[config.mk]
export PLATFORM = sky130hd
export DESIGN_NAME = ssd_driver_flat
export DESIGN_NICKNAME = d
export VERILOG_FILES = /design/src/rtl/ssd_pkg.sv /design/src/rtl/ssd_driver_if.sv /design/src/rtl/bin2bcd_seq.sv /design/src/rtl/ssd_driver.sv /design/src/flat_wrapper.sv
export SDC_FILE = /design/constraint.sdc
export NUM_CORES = 1
export LEC_CHECK = 0
export BUFFER_PORTS_ARGS = -buffer_cell sky130_fd_sc_hd__buf_2
export CAP_MARGIN = 20
export CORE_UTILIZATION = 53
export DETAILED_ROUTE_END_ITERATION = 8
export PLACE_DENSITY_LB_ADDON = 0.12
export SLEW_MARGIN = 20
export SYNTH_ARGS = -nofsm -noshare
export SYNTH_HDL_FRONTEND = slang
export SYNTH_SLANG_ARGS = --single-unit
[constraint.sdc]
create_clock -name clk -period 2.5 [get_ports clk]
set_input_delay 0.375 -clock clk [delete_from_list [all_inputs] [get_ports clk]]
set_output_delay 0.375 -clock clk [all_outputs]
set_load 0.005 [all_outputs]
[src/rtl/ssd_pkg.sv]
// Shared types and constants for the seven-segment display driver.
package ssd_pkg;

  typedef enum logic [1:0] {
    IDLE    = 2'd0,
    CONVERT = 2'd1,
    LOAD    = 2'd2
  } state_t;

  localparam int unsigned NUM_BITS = 13;
  localparam int unsigned BCD_BITS = 16;

  // Active-low segment patterns, bit order {g,f,e,d,c,b,a}
  localparam logic [6:0] SEG_0     = 7'b1000000;
  localparam logic [6:0] SEG_1     = 7'b1111001;
  localparam logic [6:0] SEG_2     = 7'b0100100;
  localparam logic [6:0] SEG_3     = 7'b0110000;
  localparam logic [6:0] SEG_4     = 7'b0011001;
  localparam logic [6:0] SEG_5     = 7'b0010010;
  localparam logic [6:0] SEG_6     = 7'b0000010;
  localparam logic [6:0] SEG_7     = 7'b1111000;
  localparam logic [6:0] SEG_8     = 7'b0000000;
  localparam logic [6:0] SEG_9     = 7'b0010000;
  localparam logic [6:0] SEG_BLANK = 7'b1111111;

  localparam int unsigned DIG_UNITS = 0;
  localparam int unsigned DIG_TENS  = 1;
  localparam int unsigned DIG_HUNDS = 2;
  localparam int unsigned DIG_THOUS = 3;

  function automatic logic [6:0] seg_decode(input logic [3:0] nib);
    case (nib)
      4'd0:    return SEG_0;
      4'd1:    return SEG_1;
      4'd2:    return SEG_2;
      4'd3:    return SEG_3;
      4'd4:    return SEG_4;
      4'd5:    return SEG_5;
      4'd6:    return SEG_6;
      4'd7:    return SEG_7;
      4'd8:    return SEG_8;
      4'd9:    return SEG_9;
      default: return SEG_BLANK;
    endcase
  endfunction

endpackage

[src/rtl/ssd_driver_if.sv]
// Value-in / display-out bundle between the CPU debug port and the display driver.
interface ssd_driver_if;
  logic [12:0] num;
  logic [3:0]  anode;
  logic [6:0]  seg;
  logic        busy;

  modport master (output num, input anode, input seg, input busy);
  modport slave  (input num, output anode, output seg, output busy);
endinterface

[src/rtl/bin2bcd_seq.sv]
// Sequential double-dabble converter: 13-bit binary to four BCD digits, one bit per cycle.
module bin2bcd_seq
  import ssd_pkg::*;
(
  input  logic                clk,
  input  logic                rst,
  input  logic [NUM_BITS-1:0] num_i,
  output logic [BCD_BITS-1:0] bcd_o,
  output logic                done_o,
  output logic                busy_o
);

  state_t                state_q;
  logic [NUM_BITS-1:0]   bin_q;
  logic [NUM_BITS-1:0]   cap_q;
  logic [NUM_BITS-1:0]   last_q;
  logic [BCD_BITS-1:0]   bcd_q;
  logic [BCD_BITS-1:0]   bcd_d;
  logic [BCD_BITS+NUM_BITS-1:0] shift_d;
  logic [3:0]            iter_q;
  logic                  busy_q;
  logic                  done_q;

  // Add-3 correction on every nibble >= 5, then shift the combined register left
  always_comb begin
    bcd_d = bcd_q;
    for (int unsigned i = 0; i < 4; i++) begin
      if (bcd_q[4*i +: 4] >= 4'd5) bcd_d[4*i +: 4] = bcd_q[4*i +: 4] + 4'd3;
    end
    shift_d = {bcd_d, bin_q} << 1;
  end

  // Capture / convert / load sequencer with registered busy and done
  always_ff @(posedge clk) begin
    if (!rst) begin
      state_q <= IDLE;
      bin_q   <= '0;
      cap_q   <= '0;
      last_q  <= '0;
      bcd_q   <= '0;
      iter_q  <= '0;
      busy_q  <= 1'b0;
      done_q  <= 1'b0;
    end else begin
      case (state_q)
        IDLE: begin
          if (num_i != last_q) begin
            bin_q   <= num_i;
            cap_q   <= num_i;
            bcd_q   <= '0;
            iter_q  <= '0;
            busy_q  <= 1'b1;
            state_q <= CONVERT;
          end
        end
        CONVERT: begin
          bcd_q  <= shift_d[BCD_BITS+NUM_BITS-1:NUM_BITS];
          bin_q  <= shift_d[NUM_BITS-1:0];
          iter_q <= iter_q + 4'd1;
          if (iter_q == 4'(NUM_BITS - 1)) begin
            done_q  <= 1'b1;
            state_q <= LOAD;
          end
        end
        LOAD: begin
          done_q  <= 1'b0;
          busy_q  <= 1'b0;
          last_q  <= cap_q;
          state_q <= IDLE;
        end
        default: state_q <= IDLE;
      endcase
    end
  end

  assign bcd_o  = bcd_q;
  assign done_o = done_q;
  assign busy_o = busy_q;

endmodule

[src/rtl/ssd_driver.sv]
// Four-digit multiplexed common-anode display driver with leading-zero blanking.
module ssd_driver
  import ssd_pkg::*;
#(
  parameter int unsigned REFRESH_BITS = 18,
  parameter bit          BLANK_LZ     = 1'b1
) (
  input  logic         clk,
  input  logic         rst,
  ssd_driver_if.slave  bus
);

  logic [REFRESH_BITS-1:0] cnt_q;
  logic [BCD_BITS-1:0]     digit_q;
  logic [3:0]              anode_q;
  logic [6:0]              seg_q;
  logic [BCD_BITS-1:0]     bcd;
  logic                    done;
  logic                    busy;
  logic [1:0]              sel;
  logic [3:0]              blank_d;
  logic [3:0]              nib_d;
  logic [3:0]              anode_d;
  logic [6:0]              seg_d;

  bin2bcd_seq u_conv (
    .clk    (clk),
    .rst    (rst),
    .num_i  (bus.num),
    .bcd_o  (bcd),
    .done_o (done),
    .busy_o (busy)
  );

  assign sel = cnt_q[REFRESH_BITS-1 -: 2];

  // Select the active digit, apply leading-zero blanking and decode segments
  always_comb begin
    blank_d            = '0;
    blank_d[DIG_THOUS] = BLANK_LZ && (digit_q[4*DIG_THOUS +: 4] == 4'd0);
    blank_d[DIG_HUNDS] = blank_d[DIG_THOUS] && (digit_q[4*DIG_HUNDS +: 4] == 4'd0);
    blank_d[DIG_TENS]  = blank_d[DIG_HUNDS] && (digit_q[4*DIG_TENS +: 4] == 4'd0);
    nib_d              = digit_q[{sel, 2'b00} +: 4];
    seg_d              = blank_d[sel] ? SEG_BLANK : seg_decode(nib_d);
    anode_d            = ~(4'b0001 << sel);
  end

  // Scan counter, digit latch on conversion done, registered display outputs
  always_ff @(posedge clk) begin
    if (!rst) begin
      cnt_q   <= '0;
      digit_q <= '0;
      anode_q <= '1;
      seg_q   <= SEG_BLANK;
    end else begin
      cnt_q   <= cnt_q + 1'b1;
      if (done) digit_q <= bcd;
      anode_q <= anode_d;
      seg_q   <= seg_d;
    end
  end

  assign bus.anode = anode_q;
  assign bus.seg   = seg_q;
  assign bus.busy  = busy;

endmodule

[src/flat_wrapper.sv]
// flat-port wrapper written by rule: the top's interface ports become plain ports
module ssd_driver_flat import ssd_pkg::*;
#(
  parameter int unsigned REFRESH_BITS = 18,
  parameter bit          BLANK_LZ     = 1'b1
)
  (clk, rst, bus_num, bus_anode, bus_seg, bus_busy);
  ssd_driver_if bus_i ();
  input  logic clk;
  input  logic rst;
  input wire logic [$bits(bus_i.num)-1:0] bus_num;
  output wire logic [$bits(bus_i.anode)-1:0] bus_anode;
  output wire logic [$bits(bus_i.seg)-1:0] bus_seg;
  output wire logic [$bits(bus_i.busy)-1:0] bus_busy;
  assign bus_i.num = bus_num;
  assign bus_anode = bus_i.anode;
  assign bus_seg = bus_i.seg;
  assign bus_busy = bus_i.busy;
  ssd_driver #(.REFRESH_BITS(REFRESH_BITS), .BLANK_LZ(BLANK_LZ)) u_core (.clk(clk), .rst(rst), .bus(bus_i));
endmodule
# --- After elaboration in Yosys (flattened, before gate mapping) ---
# Memory sizes are Yosys's and may differ from the RTL's. A register that Yosys moved wholly into a read port is not among the register bits.
# Index checks and enable logic that the tools add are counted.
word_totals:
  romBits: 112
  inputBits: 15
  out_inout_bits: 12
  memories: 1
  regBits: 101
  elab_cells: 67
classes:
  n_addsub: 6
  reduce_logical: 15
  n_shift: 2
  magnitude_cmp: 5
  n_eq_ne: 6
  mux: 19
  n_bitwise: 2
mem_list:
  columns: ["memory", "words", "word_bits", "rd", "rd_clocked_by_memory_dff", "write_ports", "line", "text"]
  rows:
  - ["(name not given)", 16, 7, 1, 1, 0, "ssd_pkg.sv:32", "case (nib)"]
op_table:
  columns: ["cell", "n"]
  rows:
  - ["$pmux W16 S2", 1]
  - ["$pmux W13 S2", 1]
  - ["$add A18 B1 Y18 const B", 1]
  - ["$ge A4 B3 Y1 const B", 4]
  - ["$mux W16", 1]
  - ["$mux W4", 4]
  - ["$shiftx A16 B5 Y4", 1]
  - ["$mux W13", 1]
  - ["$ne A13 B13 Y1", 1]
  - ["$add A4 B2 Y4 const B", 3]
  - ["$logic_not A4 Y1", 3]
  - ["$reduce_and A2 Y1", 5]
  - ["$pmux W4 S2", 1]
  - ["$reduce_bool A2 Y1", 3]
  - ["$add A4 B1 Y4 const B", 1]
  - ["$eq A4 B4 Y1 const B", 1]
  - ["$mux W2", 2]
  - ["$ne A2 B2 Y1 const B", 2]
  - ["$not A4 Y4", 1]
  - ["$pmux W1 S2", 2]
  - ["$pmux W2 S2", 1]
  - ["$shl A1 B2 Y4 const A", 1]
  - ["$add A3 B2 Y3 const B", 1]
  - ["$lt A2 B3 Y1 const B", 1]
  - ["9 further kinds", 12]

# --- Logic depth before layout (Yosys ltp) ---
logic_depth:
  word_depth: 6
  depth_mapped: 8

# --- Modules after synthesis ---
# From an unflattened synthesis, not the netlist that was laid out.
unflattened:
  cells_unflattened: 546
  hier_area_um2: 5019.8
modules_own_cells:
  columns: ["mod", "instances", "area_per_inst_um2", "cells_per_inst"]
  rows:
  - ["bin2bcd_seq", 1, 2999.1, 347]
  - ["ssd_driver", 1, 2020.7, 199]

# --- Worst setup path after synthesis ---
# Ideal clock, no wire load.
synth_path:
  path_kind: "reg2reg"
  startpoint: "reg u_core.cnt_q[16]"
  endpoint: "reg u_core.seg_q[3], in the netlist u_core.bus.seg[3]"
  n_path_buf: 1
  setup_slack_ns: 0.694
  setup_ns: 0.074
  stages_incl_launch_ff: 8
  required_ns: 2.426
  arrival_ns: 1.731
  cell_sequence: "dfxtp_1 -> buf_2 -> mux4_2 -> inv_1 -> ha_1 -> a21oi_1 -> nor2_1 -> o21ai_0"
synth_via:
  elab_chain_cells: 3
synth_lines:
  columns: ["element", "line", "text"]
  rows:
  - ["from (decl)", "ssd_driver.sv:13", "logic [REFRESH_BITS-1:0] cnt_q;"]
  - ["from (signal assigned)", "ssd_driver.sv:56", "cnt_q <= cnt_q + 1'b1;"]
  - ["branches (longest 3 deep; another with $shiftx A16 B5 Y4)", null, null]
  - ["to (decl)", "ssd_driver.sv:16", "logic [6:0] seg_q;"]
# Several ways; the timed one is not identified. The select of a mux whose other input is x is not followed.
# A chain may end at the register's enable or synchronous reset.

# --- Worst setup path in the final report ---
layout_path:
  startpoint: "reg u_core.cnt_q[16]"
  endpoint: "reg u_core.seg_q[1], in the netlist u_core.bus.seg[1]"
# Same word-level chain as after synthesis.

==> impl_metrics.csv <==
group,metric,value,unit
run_status,status,"finished, violations left",
run_status,violations,"DRC",
worst_setup_path,worstPathRequired,2710,ps
timing,fin_crit,2060,ps
placed_design,port-buffer-count,26,
cts,clock_sinks,108,
global_routing,grt_pass1_vias,3471,
synthesis,syn_area,4850,sq um
global_routing,overflow,0,
worst_setup_path,critPathKind,"reg -> reg",
cts,clk_pin_slew,100,ps
die,die_x,97.6,um
cts,hold_buffers,0,
global_routing,antenna_found_initial,0,
hold_path,hp-class,"in -> reg",
synthesis,avgSynthCellArea,9.16,sq um
timing,rsz0062_at_grt,"false",
worst_setup_path,r2r-start,"u_core.cnt_q[16]",
die,die_h,97.6,um
synthesis,yosysTopAreaCellShare,44.6,%
die,start_util,55.0,%
worst_setup_path,worstPathArrival,2270,ps
synthesis,synth_nets,560,
placed_design,hpwl,6330,um
die,core,8810,sq um
power_and_ir_drop,ir_drop,0.000305,V
drt,firstDrtPassIters,7,
worst_setup_path,r2r_slack,440,ps
cts,cts-htree-levels,3,
timing,max_slew_margin,33.8,%
global_routing,grt_pass1_wl,16100,um
timing,setup_ws,438,ps
drt,drtIter0Drc,134,
final_layout,multiInputGateArea,2500,sq um
global_routing,grt_usage,20.7,%
synthesis,ys_ff_latch,108,
synthesis,yosysSeqAreaShare,44.6,%
timing,hold_viol_final,0,
final_layout,drive_gt1_share,10.6,%
final_layout,nNetsFinal,575,
worst_setup_path,critPathLaunch,"u_core.cnt_q[16]",
final_layout,fill_cells,775,
cts,cts.path.max_buffers,2,
drt,ant_nets,0,
synthesis,async_flop_share,0,%
worst_setup_path,cp-end-kind,"register",
timing,skew,9.94,ps
timing,worst_pin_slew,992,ps
power_and_ir_drop,leakage,1.94,nW
hold_path,holdPathStages,3,
timing,period_share,82.5,%
synthesis,synth_top_area_cell,"dfxtp_1",
timing,tns,0,ps
timing,finalSetupViolCount,0,
worst_setup_path,r2r_cells,5,
synthesis,ys_warn_count,0,
cts,cts.repair.resized,0,
global_routing,grt_max_degree,55,
placed_design,gp_congestion,0.803,
die,die_area,9530,sq um
cts,cts_made_buffers,9,
drt,drc,2,
worst_setup_path,max_stage_delay,640,ps
final_layout,synthToLayoutAreaGrowth,8.57,%
worst_setup_path,path_max_fanout,11,
drt,wl_per_cell,14.0,um
synthesis,synth_edf_count,0,
worst_setup_path,cp-endpoint,"u_core.bus.seg[1]",
drt,routed_via_density,5.48,
run,drv_cap,0,
die,rows,34,
cts,clock_latency,370,ps
die,ios,27,
synthesis,synth_most_common_cell,"dfxtp_1",
placed_design,post-place-ws,408,ps
drt,vias,3600,
final_layout,seqCellArea,2160,sq um
cts,cts_setup_buffers,0,
worst_setup_path,cp_slowest_cell,"dfxtp_1",
power_and_ir_drop,p_per_area,586,nW/um^2
drt,wl,9190,um
synthesis,synthCells,529,
synthesis,synthFlopType,"dfxtp_1",
timing,fmax,485,MHz
worst_setup_path,r2r_end,"u_core.bus.seg[1]",
final_layout,diodes,0,
cts,cts_tree,"yes",
worst_setup_path,path_cells,"mux4_2 -> inv_1 -> ha_1 -> a21oi_1 -> o21ai_0",
synthesis,netlist-cell-type-count,38,
timing,drv_slew,0,
synthesis,synthTopCellsByArea,"dfxtp_1, nand2_1, mux2i_1",
worst_setup_path,startpoint_type,"register",
cts,root_buffer,"clkbuf_8",
synthesis,synth_common_cells,"dfxtp_1, nand2_1, mux2i_1",
-- final cells by class --
class	count	share of cell area, %
Sequential cell	108	41.1
Inverter	16	1.14
Multi-Input combinational cell	376	47.5
Clock buffer	11	2.88
Clock inverter	5	1.12
Timing Repair Buffer	33	3.71
Tap cell	108	2.57
-- routing by layer --
layer	vias to the layer above	GRT usage, %	share of wire (%)
met4	0	5.36	1.1
met1	1702	25.7	47
li1	1835	-	-
met3	8	5.32	3.4
met5	-	0	0
met2	55	35.8	49
-- how the worst min path moves through the flow --
stage               startpoint                     end
5_1_grt             bus_num[4]  u_core.u_conv.cap_q[4]
6_report            bus_num[5]  u_core.u_conv.cap_q[5]
2_1_floorplan  u_core.cnt_q[0]         u_core.cnt_q[0]
3_5_place_dp   u_core.cnt_q[0]         u_core.cnt_q[0]
4_1_cts             bus_num[4]  u_core.u_conv.cap_q[4]
3_3_place_gp   u_core.cnt_q[0]         u_core.cnt_q[0]
-- cells in the final DEF, fill, tap and decap left out, drive strengths merged, types with 4 or more instances in the layout --
cell / Yosys / routed
nand3: 9 / 9
xor2: 20 / 20
nand2b: 6 / 6
mux4: 4 / 4
o221a: 11 / 11
buf: 6 / 33
o21ai: 15 / 15
a21oi: 20 / 20
a21boi: 17 / 17
o22ai: 17 / 17
nand2: 89 / 89
mux2i: 32 / 32
nand4: 5 / 5
and2: 14 / 14
nor2b: 22 / 22
nor3: 6 / 6
nor2: 23 / 23
xnor2: 16 / 16
clkbuf: 23 / 11
ha: 16 / 16
dfxtp: 108 / 108
o21a: 12 / 12
nor4: 6 / 6
inv: 16 / 17
-- cells by family after synthesis --
group,after synthesis,share of synthesized area (%)
simple gates,192,18.9
flops,108,44.6
compound gates,96,13.6
buf+inv,45,3.82
xor+xnor,36,6.50
mux,36,8.47
fa+ha+maj,16,4.13
-- registers in the layout (all words and copies together) (netlist names) --
register	flops
u_core.u_conv.bin_q	13
u_core.bus.anode	4
u_core.u_conv.bcd_o	16
u_core.digit_q	16
u_core.u_conv.last_q	13
u_core.bus.seg	7
u_core.u_conv.busy_o	1
u_core.u_conv.done_o	1
u_core.cnt_q	18
u_core.u_conv.iter_q	4
u_core.u_conv.state_q	2
u_core.u_conv.cap_q	13
-- power by group --
group / internal (mW) / total [mW] / leakage, nW / switching (mW)
Clock: 0.520 / 1.10 / 0.102 / 0.580
Combinational: 0.0852 / 0.187 / 0.953 / 0.101
Sequential: 1.77 / 1.80 / 0.881 / 0.0291
Total: 2.37 / 3.08 / 1.94 / 0.710
-- critical path: cells and delay by family, from the launching register on --
kind | cells | cell delay [ps]
adders and majority gates | 1 | 260
AOI/OAI and AO/OA | 2 | 240
buffers and inverters | 1 | 140
DFF | 1 | 640
muxes | 1 | 640
-- per-stage QoR --
step	cell area (sq um)	hold WS [ps]	power (mW)	cells	utilization, %
after floorplan	4850	421	1.96	529	-
after global placement	5050	433	2.02	641	57.4
after detailed placement	5050	436	2.02	641	57.4
after CTS	5260	256	3.12	657	59.8
after global routing	5260	255	3.21	657	59.8
final	5260	270	3.08	657	59.8
No activity file was read; power rests on OpenSTA's default activity.
